### config.mk
export PLATFORM = sky130hd
export DESIGN_NAME = vga_timing_box
export DESIGN_NICKNAME = d
export VERILOG_FILES = /design/src/rtl/vga_timing_box.sv
export SDC_FILE = /design/constraint.sdc
export NUM_CORES = 1
export LEC_CHECK = 0
export ABC_AREA = 1
export BUFFER_PORTS_ARGS = -buffer_cell sky130_fd_sc_hd__buf_4
export CORE_MARGIN = 2
export CORE_UTILIZATION = 50
export CTS_BUF_LIST = sky130_fd_sc_hd__clkbuf_8
export DETAILED_ROUTE_END_ITERATION = 12
export GPL_TIMING_DRIVEN = 0
export PLACE_DENSITY_LB_ADDON = 0.12
export SLEW_MARGIN = 15
export SYNTH_ARGS = -nofsm -noshare
export SYNTH_HDL_FRONTEND = slang
export SYNTH_SLANG_ARGS = --single-unit
### constraint.sdc
create_clock -name clk -period 1.7 [get_ports clk]
set_input_delay 0.17 -clock clk [delete_from_list [all_inputs] [get_ports clk]]
set_output_delay 0.17 -clock clk [all_outputs]
set_load 0.01 [all_outputs]
### src/rtl/vga_timing_box.sv
// 640x480 VGA pixel-timing generator with a square "box" selection output for the colour stage.
// Define VGA_BOX_BOUNCE_EN to make the box bounce around the visible area, moving one step per frame.
module vga_timing_box #(
    parameter int H_ACTIVE = 640,
    parameter int H_FP     = 16,
    parameter int H_SYNC   = 96,
    parameter int H_BP     = 48,
    parameter int V_ACTIVE = 480,
    parameter int V_FP     = 10,
    parameter int V_SYNC   = 2,
    parameter int V_BP     = 33,
    parameter int BOX_X0   = 288,
    parameter int BOX_Y0   = 208,
    parameter int BOX_SIZE = 64
) (
    input  logic       clk,
    input  logic       rst_n,
    output logic       hsync,
    output logic       vsync,
    output logic       display_en,
    output logic [9:0] pixel_x,
    output logic [9:0] pixel_y,
    output logic       frame_start,
    output logic       Seleccion_color
);

    localparam int H_TOTAL = H_ACTIVE + H_FP + H_SYNC + H_BP;
    localparam int V_TOTAL = V_ACTIVE + V_FP + V_SYNC + V_BP;

    localparam logic [9:0]  H_LAST   = 10'(H_TOTAL - 1);
    localparam logic [9:0]  V_LAST   = 10'(V_TOTAL - 1);
    localparam logic [10:0] H_ACT    = 11'(H_ACTIVE);
    localparam logic [10:0] V_ACT    = 11'(V_ACTIVE);
    localparam logic [10:0] HS_START = 11'(H_ACTIVE + H_FP);
    localparam logic [10:0] HS_END   = 11'(H_ACTIVE + H_FP + H_SYNC);
    localparam logic [10:0] VS_START = 11'(V_ACTIVE + V_FP);
    localparam logic [10:0] VS_END   = 11'(V_ACTIVE + V_FP + V_SYNC);
    localparam logic [10:0] BOX_SZ   = 11'(BOX_SIZE);

    if (BOX_X0 + BOX_SIZE > H_ACTIVE) begin : g_bad_box_x
        $error("vga_timing_box: BOX_X0 + BOX_SIZE exceeds H_ACTIVE");
    end
    if (BOX_Y0 + BOX_SIZE > V_ACTIVE) begin : g_bad_box_y
        $error("vga_timing_box: BOX_Y0 + BOX_SIZE exceeds V_ACTIVE");
    end

    logic [9:0]  h_cnt, v_cnt;
    logic [9:0]  box_x, box_y;
    logic        h_wrap, frame_wrap;
    logic [10:0] h_ext, v_ext, bx_ext, by_ext;
    logic        active, in_box, hs_n, vs_n;

    assign h_wrap     = (h_cnt == H_LAST);
    assign frame_wrap = h_wrap && (v_cnt == V_LAST);
    assign h_ext      = {1'b0, h_cnt};
    assign v_ext      = {1'b0, v_cnt};
    assign bx_ext     = {1'b0, box_x};
    assign by_ext     = {1'b0, box_y};

    // Decode of the current counter position; widened so box_x + BOX_SIZE cannot overflow.
    always_comb begin
        active = (h_ext < H_ACT) && (v_ext < V_ACT);
        in_box = active
                 && (h_ext >= bx_ext) && (h_ext < bx_ext + BOX_SZ)
                 && (v_ext >= by_ext) && (v_ext < by_ext + BOX_SZ);
        hs_n   = !((h_ext >= HS_START) && (h_ext < HS_END));
        vs_n   = !((v_ext >= VS_START) && (v_ext < VS_END));
    end

    always_ff @(posedge clk or negedge rst_n) begin
        if (!rst_n) begin
            h_cnt <= '0;
            v_cnt <= '0;
        end else if (h_wrap) begin
            h_cnt <= '0;
            v_cnt <= (v_cnt == V_LAST) ? 10'd0 : v_cnt + 10'd1;
        end else begin
            h_cnt <= h_cnt + 10'd1;
        end
    end

    // Outputs describe the counter position one cycle late.
    always_ff @(posedge clk or negedge rst_n) begin
        if (!rst_n) begin
            hsync           <= 1'b1;
            vsync           <= 1'b1;
            display_en      <= 1'b0;
            pixel_x         <= '0;
            pixel_y         <= '0;
            frame_start     <= 1'b0;
            Seleccion_color <= 1'b0;
        end else begin
            hsync           <= hs_n;
            vsync           <= vs_n;
            display_en      <= active;
            pixel_x         <= h_cnt;
            pixel_y         <= v_cnt;
            frame_start     <= (h_cnt == 10'd0) && (v_cnt == 10'd0);
            Seleccion_color <= in_box;
        end
    end

`ifdef VGA_BOX_BOUNCE_EN
    logic dx, dy;

    // Box moves only on the last-pixel-of-frame edge, so a whole frame sees one position.
    always_ff @(posedge clk or negedge rst_n) begin
        if (!rst_n) begin
            box_x <= 10'(BOX_X0);
            box_y <= 10'(BOX_Y0);
            dx    <= 1'b1;
            dy    <= 1'b1;
        end else if (frame_wrap) begin
            if (dx && (bx_ext + BOX_SZ == H_ACT)) begin
                dx    <= 1'b0;
                box_x <= box_x - 10'd1;
            end else if (!dx && (box_x == 10'd0)) begin
                dx    <= 1'b1;
                box_x <= box_x + 10'd1;
            end else begin
                box_x <= dx ? box_x + 10'd1 : box_x - 10'd1;
            end

            if (dy && (by_ext + BOX_SZ == V_ACT)) begin
                dy    <= 1'b0;
                box_y <= box_y - 10'd1;
            end else if (!dy && (box_y == 10'd0)) begin
                dy    <= 1'b1;
                box_y <= box_y + 10'd1;
            end else begin
                box_y <= dy ? box_y + 10'd1 : box_y - 10'd1;
            end
        end
    end
`else
    assign box_x = 10'(BOX_X0);
    assign box_y = 10'(BOX_Y0);
`endif

endmodule

## Yosys cells after proc, flatten, opt, wreduce, memory -nomap -nowiden

Index checks and enable logic that the tools add are counted.

| word-level totals | value |
|---|---|
| output and inout port bits | 25 |
| word-level logic and storage cells | 37 |
| input bits | 2 |
| bits in registers | 45 |

| cells by class | value |
|---|---|
| equality and inequality tests | 2 |
| reduce and logical (&&, ||, !) cells | 12 |
| magnitude comparators | 10 |
| add/subtract/negate cells | 2 |
| muxes and demuxes | 2 |

Operators with widths:

| kind | number |
|---|---|
| < comparator 10 x 9 -> 1 bit, second input constant | 4 |
| adder 10 x 1 -> 10 bit, second input constant | 2 |
| equality test 10 bit, second input constant | 2 |
| >= comparator 10 x 9 -> 1 bit, second input constant | 2 |
| zero test 10 bit | 2 |
| < comparator 10 bit, second input constant | 2 |
| 2-to-1 mux 10 bit | 2 |
| >= comparator 10 bit, second input constant | 1 |
| >= comparator 10 x 8 -> 1 bit, second input constant | 1 |
| logical AND 1 bit | 8 |
| zero test 1 bit | 2 |

## Depth between registers and ports, before layout

| logic depth | value |
|---|---|
| depth in word-level cells | 6 |
| gate-level depth with buffers | 9 |
| gate-level depth less buffers | 9 |

## Least setup slack after synthesis

OpenSTA, ideal clock, no wires.

| path | value |
|---|---|
| path kind | flip-flop to flip-flop |
| from | reg h_cnt[0] |
| to | reg v_cnt[9] |
| period minus slack after synthesis | 1.281 ns |
| data required time | 1.583 ns |
| cell stages (with the launch flop) | 9 |
| arrival time | 1.163 ns |
| slack | 0.419 ns |
| path buffers | 0 |
| library setup time | 0.117 ns |
| path through | dfrtp_1 > ha_1 > nand2_2 > nor2_4 > inv_4 > nor2_8 > nand3_1 > nand2_1 > nor2_1 |

| on the way | value |
|---|---|
| cells in the longest elaborated chain, start to end | 1 |

Ends and longest elaborated chain:

| item | RTL line | RTL |
|---|---|---|
| start, declared | 47 | `logic [9:0] h_cnt, v_cnt;` |
| start signal, assigned | 78 | `h_cnt <= h_cnt + 10'd1;` |
| equality test 10 bit | 53 | `assign h_wrap = (h_cnt == H_LAST);` |
| end signal, assigned | 76 | `v_cnt <= (v_cnt == V_LAST) ? 10'd0 : v_cnt + 10'd1;` |
| end, declared | 47 |  |

Every way passes these cells.
A chain may end at the register's enable or synchronous reset.

## Final worst setup path

Same ends and word-level chain as after synthesis.

==> results.json <==
{
  "status": "complete, no violations",
  "worstMarginPinSlew_ps": 538,
  "total_power_mw": 1.74,
  "ioPinCount": 27,
  "final_antenna_net_count": 0,
  "synth_nets": 205,
  "drc": 0,
  "grt_pass1_vias": 1303,
  "hold-worst-slack_ps": 384,
  "clk_latency_ps": 290,
  "hold_end": "pixel_y[2]$_DFF_PN0_",
  "track_usage": 0.183,
  "final_common_cell": "dfrtp_1",
  "required_ps": 1880,
  "cts_hold_buf": 1,
  "synth_cell_type_count": 27,
  "wl_um": 3400,
  "tns_ps": 0,
  "antenna_found_initial": 0,
  "cellLeakagePower_nw": 1.18,
  "nNetsFinal": 239,
  "final_cell_mix": "43 x dfrtp_1, 37 x nand2_1, 29 x inv_1, 27 x buf_4, 23 x nor2_1",
  "whs_path_depth": 0,
  "ir_drop_mv": 0.671,
  "ys_seq_area_frac": 0.593,
  "drive_gt1_frac": 0.214,
  "reg2regPathDepth": 8,
  "clock_sinks": 45,
  "rsz0062_at_grt": "false",
  "maxCapViolCount": 0,
  "wire_per_inst_um": 12.0,
  "cp_slowest_cell": "dfrtp_1",
  "min-delay-path-class": "register to register",
  "relSlewSlack": 0.641,
  "rrSetupSlack_ps": 250,
  "ys_ff_latch": 45,
  "grt_max_degree": 46,
  "cts_tree": "built",
  "setup_violations": 0,
  "fin_skew_ps": 7.97,
  "viasPerCell": 4.85,
  "die_w_um": 65.7,
  "dr_total_vias": 1367,
  "yosysWarnings": 0,
  "die-area_sq_um": 4310,
  "coreArea_sq_um": 3660,
  "crit_fanout": 9,
  "synth_cells": 199,
  "synth_top_cell_by_area": "dfrtp_1",
  "use_met2": 0.264,
  "worstReg2RegStart": "h_cnt[0]$_DFF_PN0_",
  "yosysTopAreaCellShare": 0.566,
  "syn_area_sq_um": 1900,
  "reg2reg_to": "v_cnt[9]$_DFFE_PN0N_",
  "fmax_mhz": 691,
  "grt-ovfl-total": 0,
  "numCtsBuffers": 5,
  "crit_arrival_ps": 1630,
  "max_stage_delay_ps": 420,
  "grt_pass1_wl_um": 5910,
  "clkTransAtPathRegs_ps": 80,
  "crit_type": "register to register",
  "avgSynthCellArea_sq_um": 9.56,
  "io_buffer_count": 26,
  "path_buf_inv": 1,
  "gp_congestion": 0.893,
  "post_cts_resized": 0,
  "start_util": 0.519,
  "drv_slew": 0,
  "path_cells": "ha_1 -> nand2_2 -> nor2_4 -> inv_4 -> nor2_8 -> nand3_1 -> nand2_1 -> nor2_1",
  "startpoint_type": "register",
  "antenna_cells": 0,
  "p_per_area_nw_per_um2": 771,
  "crit_family": "simple AND/OR/NAND/NOR gates",
  "place_inst": 273,
  "synthTopCellsByArea": "dfrtp_1 57%, nand2_1 7.3%, inv_1 5.3%, nor2_1 4.5%, nand3_1 3.4%",
  "grt-busiest-layer": "met2",
  "postCtsSetupBuffers": 0,
  "hpwl_um": 2520,
  "use_met3": 0.0582,
  "stdcell_count": 282,
  "placementRows": 22,
  "root_buffer": "clkbuf_8",
  "endpoint_kind": "register",
  "clk_path_buf_depth": 2,
  "syn2layout_area_growth_pct": 18.7,
  "min_period_ps": 1450,
  "finalHoldViolations": 0,
  "met1_usage": 0.248,
  "htreeDepth": 2,
  "firstDrtPassIters": 4,
  "fp.dieH_um": 65.7,
  "min_from": "v_cnt[2]$_DFFE_PN0N_",
  "period_share": 0.851,
  "drtIter0Drc": 148
}
worst reg2reg max path, stage by stage, from the launching register on:
cell and delay, ps:
dfrtp_1 420, ha_1 220, nand2_2 80, nor2_4 170, inv_4 80, nor2_8 180, nand3_1 90, nand2_1 60
nor2_1 40
worst max-delay path by stage:
stage | start | endpoint | slack (ps) | cells after the start
2_1_floorplan | h_cnt[0]$_DFF_PN0_ | v_cnt[9]$_DFFE_PN0N_ | 420 | 8
3_3_place_gp | h_cnt[0]$_DFF_PN0_ | h_cnt[8]$_DFF_PN0_ | 280 | 8
3_5_place_dp | h_cnt[0]$_DFF_PN0_ | v_cnt[9]$_DFFE_PN0N_ | 260 | 8
4_1_cts | h_cnt[0]$_DFF_PN0_ | v_cnt[9]$_DFFE_PN0N_ | 240 | 8
5_1_grt | h_cnt[0]$_DFF_PN0_ | v_cnt[6]$_DFFE_PN0N_ | 100 | 6
6_report | h_cnt[0]$_DFF_PN0_ | v_cnt[9]$_DFFE_PN0N_ | 250 | 8
through the flow:
| step | cell area, sq um | worst slack, ps | utilization |
|---|---|---|---|
| CTS | 2260 | 244 | 0.617 |
| global placement | 2160 | 279 | 0.589 |
| global route | 2260 | 99.0 | 0.617 |
| finish | 2260 | 253 | 0.617 |
| detailed placement | 2160 | 263 | 0.589 |
| floorplan | 1900 | 419 | - |
cells by family (layout without fill, tap and decap cells):
logic type                 after synthesis  in the layout  share of synthesized area
and+or+nand+nor                         93             93                      0.230
DFF                                     45             45                      0.593
buffers and inverters                   32             67                     0.0665
AOI/OAI and AO/OA                       18             18                     0.0513
xor gates and xnor gates                 7              7                     0.0322
adders and majority gates                4              4                     0.0263
routing by layer:
layer,vias to the layer above,wire length (um)
met2,34,1540
met1,629,1600
met3,11,172
met5,-,0
met4,0,78
li1,693,-
area by class of cell:
cell class,instances,area (sq um)
plain buffers,1,7.51
clock buffers,6,82.6
clock inverters,2,7.51
fillers,340,1400
inverters,31,119
multi-input cells,122,647
flip-flops and latches,45,1130
well taps,48,60.1
repair buffers,27,205
report_power, final:
part	leakage (nW)	switching, mW	internal, mW
Clock	0.0538	0.329	0.319
Sequential	0.593	0	1.07
Combinational	0.536	0.0193	0.00303
registers in the layout (all words and copies together) (netlist names):
signal,count
h_cnt,10
pixel_x,10
pixel_y,10
v_cnt,10
Seleccion_color,1
display_en,1
frame_start,1
hsync,1
vsync,1
Yosys cell counts:
cell	count
a21oi_1	2
a21oi_2	1
a31oi_1	1
and2_1	1
buf_4	1
clkinv_1	1
dfrtp_1	43
dfstp_2	2
ha_1	4
inv_1	27
inv_2	2
inv_4	1
nand2_1	37
nand2_2	2
nand3_1	13
nand3_2	2
nand4_1	3
nor2_1	23
nor2_2	5
nor2_4	1
nor2_8	1
nor3_1	3
nor4_1	2
o211ai_1	1
o21ai_0	12
o21ai_1	1
xor2_1	7
(Power assumes the default switching activity.)
